### src/rtl/rfg_axis_protocol_decoder.sv
// Register-access frame decoder: FIFO bytes -> rfg write/read strobes (1 edge after the byte), reads return on AXIS
// after READ_LATENCY edges; stalls on fifo_empty, holds tdata/tvalid/tlast until m_axis_tready.
module rfg_axis_protocol_decoder #(
  parameter int AWIDTH       = 8,
  parameter int READ_LATENCY = 1
) (
  input  logic              clk,
  input  logic              resn,
  input  logic              fifo_empty,
  output logic              fifo_read,
  input  logic [7:0]        fifo_read_value,
  output logic [AWIDTH-1:0] rfg_address,
  output logic              rfg_write,
  output logic [7:0]        rfg_write_value,
  output logic              rfg_read,
  input  logic [7:0]        rfg_read_value,
  output logic [7:0]        m_axis_tdata,
  output logic              m_axis_tvalid,
  output logic              m_axis_tlast,
  input  logic              m_axis_tready,
  output logic              busy
);

  typedef enum logic [2:0] {
    S_HEADER,
    S_ADDR,
    S_LEN,
    S_WDATA,
    S_RREQ,
    S_RWAIT,
    S_RSEND
  } state_t;

  localparam logic [2:0] LAT_LAST = 3'(READ_LATENCY - 1);

  state_t            state_q, state_d;
  logic              op_q, op_d;
  logic              incr_q, incr_d;
  logic [AWIDTH-1:0] addr_q, addr_d;
  logic [8:0]        cnt_q, cnt_d;
  logic [2:0]        lat_q, lat_d;
  logic [AWIDTH-1:0] rfg_address_q, rfg_address_d;
  logic              rfg_write_q, rfg_write_d;
  logic [7:0]        rfg_write_value_q, rfg_write_value_d;
  logic              rfg_read_q, rfg_read_d;
  logic [7:0]        tdata_q, tdata_d;
  logic              tvalid_q, tvalid_d;
  logic              tlast_q, tlast_d;

  logic consume_state;
  logic pop;

  // Only the four byte-consuming states may pop, and never while held in reset.
  assign consume_state = (state_q == S_HEADER) || (state_q == S_ADDR) ||
                         (state_q == S_LEN)    || (state_q == S_WDATA);
  assign pop           = resn && consume_state && !fifo_empty;

  always_comb begin
    state_d           = state_q;
    op_d              = op_q;
    incr_d            = incr_q;
    addr_d            = addr_q;
    cnt_d             = cnt_q;
    lat_d             = lat_q;
    rfg_address_d     = rfg_address_q;
    rfg_write_d       = 1'b0;
    rfg_write_value_d = rfg_write_value_q;
    rfg_read_d        = 1'b0;
    tdata_d           = tdata_q;
    tvalid_d          = tvalid_q;
    tlast_d           = tlast_q;

    case (state_q)
      S_HEADER: begin
        if (pop) begin
          op_d    = fifo_read_value[7];
          incr_d  = fifo_read_value[6];
          state_d = S_ADDR;
        end
      end
      S_ADDR: begin
        if (pop) begin
          addr_d  = fifo_read_value[AWIDTH-1:0];
          state_d = S_LEN;
        end
      end
      S_LEN: begin
        if (pop) begin
          cnt_d   = {1'b0, fifo_read_value} + 9'd1;
          state_d = op_q ? S_RREQ : S_WDATA;
        end
      end
      S_WDATA: begin
        if (pop) begin
          rfg_write_d       = 1'b1;
          rfg_address_d     = addr_q;
          rfg_write_value_d = fifo_read_value;
          addr_d            = addr_q + AWIDTH'(incr_q);
          cnt_d             = cnt_q - 9'd1;
          if (cnt_q == 9'd1) begin
            state_d = S_HEADER;
          end
        end
      end
      S_RREQ: begin
        rfg_read_d    = 1'b1;
        rfg_address_d = addr_q;
        lat_d         = 3'd0;
        state_d       = S_RWAIT;
      end
      S_RWAIT: begin
        // lat_q counts edges since the strobe edge; capture on the READ_LATENCY-th.
        if (lat_q == LAT_LAST) begin
          tdata_d  = rfg_read_value;
          tvalid_d = 1'b1;
          tlast_d  = (cnt_q == 9'd1);
          state_d  = S_RSEND;
        end else begin
          lat_d = lat_q + 3'd1;
        end
      end
      S_RSEND: begin
        if (tvalid_q && m_axis_tready) begin
          tvalid_d = 1'b0;
          addr_d   = addr_q + AWIDTH'(incr_q);
          cnt_d    = cnt_q - 9'd1;
          state_d  = (cnt_q == 9'd1) ? S_HEADER : S_RREQ;
        end
      end
      default: begin
        state_d = S_HEADER;
      end
    endcase
  end

  always_ff @(posedge clk) begin
    if (!resn) begin
      state_q           <= S_HEADER;
      op_q              <= 1'b0;
      incr_q            <= 1'b0;
      addr_q            <= '0;
      cnt_q             <= 9'd0;
      lat_q             <= 3'd0;
      rfg_address_q     <= '0;
      rfg_write_q       <= 1'b0;
      rfg_write_value_q <= 8'd0;
      rfg_read_q        <= 1'b0;
      tdata_q           <= 8'd0;
      tvalid_q          <= 1'b0;
      tlast_q           <= 1'b0;
    end else begin
      state_q           <= state_d;
      op_q              <= op_d;
      incr_q            <= incr_d;
      addr_q            <= addr_d;
      cnt_q             <= cnt_d;
      lat_q             <= lat_d;
      rfg_address_q     <= rfg_address_d;
      rfg_write_q       <= rfg_write_d;
      rfg_write_value_q <= rfg_write_value_d;
      rfg_read_q        <= rfg_read_d;
      tdata_q           <= tdata_d;
      tvalid_q          <= tvalid_d;
      tlast_q           <= tlast_d;
    end
  end

  assign fifo_read       = pop;
  assign rfg_address     = rfg_address_q;
  assign rfg_write       = rfg_write_q;
  assign rfg_write_value = rfg_write_value_q;
  assign rfg_read        = rfg_read_q;
  assign m_axis_tdata    = tdata_q;
  assign m_axis_tvalid   = tvalid_q;
  assign m_axis_tlast    = tlast_q;
  assign busy            = (state_q != S_HEADER);

endmodule

### config.mk
export PLATFORM = sky130hd
export DESIGN_NAME = rfg_axis_protocol_decoder
export DESIGN_NICKNAME = d
export VERILOG_FILES = /design/src/rtl/rfg_axis_protocol_decoder.sv
export SDC_FILE = /design/constraint.sdc
export NUM_CORES = 1
export LEC_CHECK = 0
export CORE_ASPECT_RATIO = 0.8
export CORE_MARGIN = 2
export CORE_UTILIZATION = 25
export CTS_CLUSTER_DIAMETER = 120
export DETAILED_ROUTE_END_ITERATION = 7
export HOLD_SLACK_MARGIN = 0.12
export SYNTH_ARGS = -nofsm -noshare
export SYNTH_HDL_FRONTEND = slang
export SYNTH_SLANG_ARGS = --single-unit
### constraint.sdc
create_clock -name clk -period 2.1 [get_ports clk]
set_input_delay 0.21 -clock clk [delete_from_list [all_inputs] [get_ports clk]]
set_output_delay 0.21 -clock clk [all_outputs]
set_load 0.1 [all_outputs]
Word-level counts from Yosys, hierarchy flattened:

Index checks and enable logic that the tools add are counted.

* bits in registers: 53
* bits of input ports: 20
* output and inout port bits: 30
* word-level logic and storage cells: 84

* $add $sub $neg: 4
* equality and inequality tests: 15
* mux-type cells: 27
* reduce and logical (&&, ||, !) cells: 25

Operator list (count)
* $mux 8: 4
* $mux 3: 10
* $mux 9: 3
* $pmux 9 s3: 1
* $pmux 8 s3: 1
* $pmux 3 s7: 1
* $pmux 8 s2: 1
* $ne 2x2->1 const B: 7
* $reduce_and 2->1: 6
* $add 8x1->9 const B: 1
* $eq 3x3->1 const B: 3
* $eq 9x1->1 const B: 1
* $reduce_bool 3->1: 3
* $sub 9x1->9 const B: 1
* $add 8x1->8: 1
* $reduce_and 4->1: 2
* $reduce_and 7->1: 1
* $eq 3x2->1 const B: 2
* $logic_not 3->1: 2
* $pmux 3 s2: 1
* $reduce_bool 2->1: 3
* $mux 1: 4
* $add 3x1->3 const B: 1
* $eq 3x1->1 const B: 1
* other kinds (6): 10

Logic depth before layout (Yosys ltp):

* word-level depth: 8
* gate-level depth with buffers: 6
* gate-level depth less buffers: 6

Worst setup path after synthesis:

OpenSTA, ideal clock, no wires.

* path type: register to register
* from: register state_q[2]
* to: register cnt_q[0]
* setup time: 74 ps
* arrival time: 2672 ps
* required time: 2026 ps
* path slack: -646 ps
* cell stages (with the launch flop): 5
* buffers on the path: 0
* clock period less this slack: 2746 ps
* cell sequence: dfxtp_1 > nor3b_2 > o21ai_1 > or3_1 > a31oi_1

* cells in the longest elaborated chain, start to end: 8
* elaborated cells between the ends (all ways): 16
* those cells by class: eq/ne (7); mux (1); reduce/logical (8)

Ends and longest elaborated chain
* start: declaration: line 36 `state_t state_q, state_d;`
* start signal: assignment: line 152 `state_q <= state_d;`
* $eq 3x1->1 or $logic_not 3->1 (tied branches): line 54 `assign consume_state = (state_q == S_HEADER) || (state_q == S_ADDR) ||`
* $logic_or 1x1->1 (2 in series): line 54
* $logic_or 1x1->1 *: line 55 `(state_q == S_LEN) || (state_q == S_WDATA);`
* $logic_and 1x1->1 * (2 in series): line 56 `assign pop = resn && consume_state && !fifo_empty;`
* via fifo_read: line 10 `output logic fifo_read,`
* $ne 2x2->1 (no source line)
* $reduce_and 4->1 (no source line) *
* end signal: assignment: line 156 `cnt_q <= cnt_d;`
* end: declaration: line 40 `logic [8:0] cnt_q, cnt_d;`

The timed path passes the listed nets; every way through them passes the cells marked *.
A chain may end at the register's enable or synchronous reset.

Worst setup path after layout:

* from: register state_q[2]
* to: register rfg_address_q[5], in the netlist rfg_address[5]

* cells in the longest elaborated chain, start to end: 8
* elaborated cells between the ends (all ways): 14
* those cells by class: eq/ne (5); mux (1); reduce/logical (8)

Ends and longest elaborated chain
* $eq 3x1->1 or $logic_not 3->1 (tied branches): line 54
* $logic_or 1x1->1 (2 in series): line 54
* $logic_or 1x1->1: line 55
* $logic_and 1x1->1 (2 in series): line 56
* $ne 2x2->1 (no source line)
* $reduce_and 2->1 (no source line)
* end signal: assignment: line 158 `rfg_address_q <= rfg_address_d;`
* end: declaration: line 42 `logic [AWIDTH-1:0] rfg_address_q, rfg_address_d;`

Several ways; a longest one is shown, not always the timed one.

==> metrics <==
Post-synth ARST share 0; Worst EP arrival roughly 2100 ps; first-pass GRT wire length 12340 um; maximum VDD drop 0.0003190 V; layout cells sized above 1 0.1707; Mean Syn Cell Area roughly 8.6 um2; Worst-path clk slew around 70 ps; Hold Path Class reg2reg; Slew @ Worst Pin roughly 660 ps; clk_lat worst skew around 290 ps; Slew Limit Fails 0; I/O pins 50; Post-Syn Area around 2700 um2; setup TNS 0 ps; diodes inserted 0; Die W ~120 um; Critical Path End rfg_address[5]; number of flops mapped to enable cells by yosys 0; Initial Util 0.2604; Worst Setup SP state_q[2]; YS warnings 0; Clock Skew between 4 and 5 ps; P per Cell Area just over 600 nW/um2; Synth Instances around 320; WL per Instance between 10 and 15 um; Netlist cell types 51; CP Class reg2reg; reg2reg path depth 4; Post-Route WL ~7400 um; worst reg2reg setup slack between 200 and 250 ps; clock buffer depth 2; Yosys reg bits between 50 and 60; Avg Vias per Cell ~4.9; layout net count between 300 and 400; Die Y just under 100 um; Clock Tree Root clkbuf_16; vias post-DR roughly 2500; antenna violations before repair 0; Rows 33; RSZ-0062 raised after global routing no; crit share post-route 0.9045; # DRC 0; hold_ws about 480 ps; CP startpoint kind register; Worst slew margin 0.5579; CP Data Required Time around 2300 ps; core area around 10000 um2; total grt overflow 0; FMAX 526.5 MHz; routability congestion estimate approximately 0.83; R2R Path Start state_q[2]; largest net degree at the start of global routing 37; run status finished clean; TritonCTS sink count 53; Net Count, Synth between 300 and 400; total CTS buffers 5; All-Layer GR Usage 0.1283; Routed Antenna Nets 0; vias in the first global route 2405; Area Growth Syn to Fin 30.97%; crit-path max FO 15; prevailing post-synth register cell dfxtp_1; top-area cell type share of the netlist area 0.3931; Post-Route Utilization 0.3411; Max-cap violations 0; LEAKAGE ~0.0013 uW; postcts setup bufs 0; reg-to-reg endpoint rfg_address[5]; CTS tree built; Final Hold Viols 0; First DRT Iteration DRCs 114; post-route minimum period between 1500 and 2000 ps; final setup fails 0; CP endpoint kind register; top post-synthesis cells by area dfxtp_1 (39%), mux2i_1 (9.6%), nor2_1 (5.1%), ha_1 (3.2%), nand2_1 (3.2%); Port Buf Inserts 49; drt first pass iters 4; sequential element share of the synthesized area 0.3931; leading area contributor after synthesis dfxtp_1; CTS H-tree lvls 2; DIE AREA around 12000 um2; DP HPWL 5412 um
## per-stage QoR
stage | area [um2] | instances | worst slack, ps | power (uW)
2_1_floorplan | 2709 | 315 | 4.434 | 1189
3_3_place_gp | 3377 | 501 | 122.1 | 1307
3_5_place_dp | 3377 | 501 | 106.5 | 1308
4_1_cts | 3533 | 509 | 150.5 | 2179
5_1_grt | 3535 | 509 | 58.47 | 2233
6_report | 3535 | 509 | 200.6 | 2154
## final cells by class
type	instances	area (um2)
fill	1063	6829
sequential	53	1061
timing repair buffer	64	565.5
clock inverter	2	17.52
inverter	11	41.29
clock buffer	6	138.9
multi-input combinational	233	1535
tap	140	175.2
## per-layer routing
layer,GRT usage,wire length (um),up-vias
met5,0,0,-
met4,0.03620,80,0
met3,0.02594,366,7
met2,0.2067,3412,68
met1,0.1732,3501,1183
li1,-,-,1261
## where the power goes
| part | switching, uW | internal [uW] |
|---|---|---|
| Combinational | 145 | 107 |
| Clock | 386 | 482 |
| Sequential | 17.3 | 1020 |
| Total | 549 | 1610 |
## worst max-delay path, cell delays in order (launching register included)
cell     delay, ps
dfxtp_1        660
or3b_2         560
o21ai_2        260
mux2i_1        260
nor2_1          50
## cell usage in the layout, fill, tap and decap left out, drive strengths merged, types with 4 or more instances in the layout
master,Yosys,final
ha,7,7
o22ai,4,4
nor3,9,9
a31oi,4,4
or4,6,6
o21a,5,5
clkdlybuf4s50,0,19
dfxtp,53,53
nand3,11,11
a21oi,14,14
buf,3,45
xnor2,5,5
clkbuf,15,6
a311oi,7,7
nor2,38,38
mux2i,26,26
or3,6,6
nand2,23,23
inv,10,11
o211ai,7,7
o21ai,19,19
## registers in the layout (all words and copies together), names as in the netlist
name / count
lat_q: 3
rfg_read: 1
m_axis_tlast: 1
incr_q: 1
rfg_address: 8
rfg_write_value: 8
m_axis_tvalid: 1
cnt_q: 9
addr_q: 8
m_axis_tdata: 8
rfg_write: 1
state_q: 3
op_q: 1
## worst min-delay path by stage
stage,from,endpoint,slack [ps],cells after the start
3_5_place_dp,incr_q,incr_q,470,2
5_1_grt,incr_q,incr_q,520,2
3_3_place_gp,incr_q,incr_q,470,2
4_1_cts,incr_q,incr_q,490,2
2_1_floorplan,fifo_read_value[6],incr_q,320,2
6_report,incr_q,incr_q,480,2
## cell families (layout without fill, tap and decap cells)
kind of cell             Yosys count  count (layout)  share of synthesized area
flip-flops                        53              53                     0.3931
XOR/XNOR                           6               6                    0.01947
AO/OA/AOI/OAI                     78              78                     0.1938
AND/OR/NAND/NOR                  116             116                     0.2225
multiplexers                      26              26                    0.09643
adder cells (fa/ha/maj)            7               7                    0.03245
buffers and inverters             29              83                    0.04218
## Yosys cell counts, drive strengths merged, types with 2 or more instances
cell	number
and2	2
a32oi	3
clkbuf	15
o21a	5
a21oi	14
inv	10
nand2	23
buf	3
or4	6
nor3	9
a21boi	2
o311ai	2
xnor2	5
or3	6
nand4	2
ha	7
nand3	11
a311oi	7
nand4b	3
a21o	3
o31a	3
o211ai	7
and3b	3
o21ai	19
o22ai	4
a31oi	4
nand2b	3
mux2i	26
and3	2
nor2	38
nor4	2
dfxtp	53
nor3b	2
## repair_timing
action | CTS | global route
resized for setup | 0 | 1
hold buffers | 0 | 0
endpoints found under the setup margin | 0 | 4
Note: power is estimated with default switching activity, not from simulation.
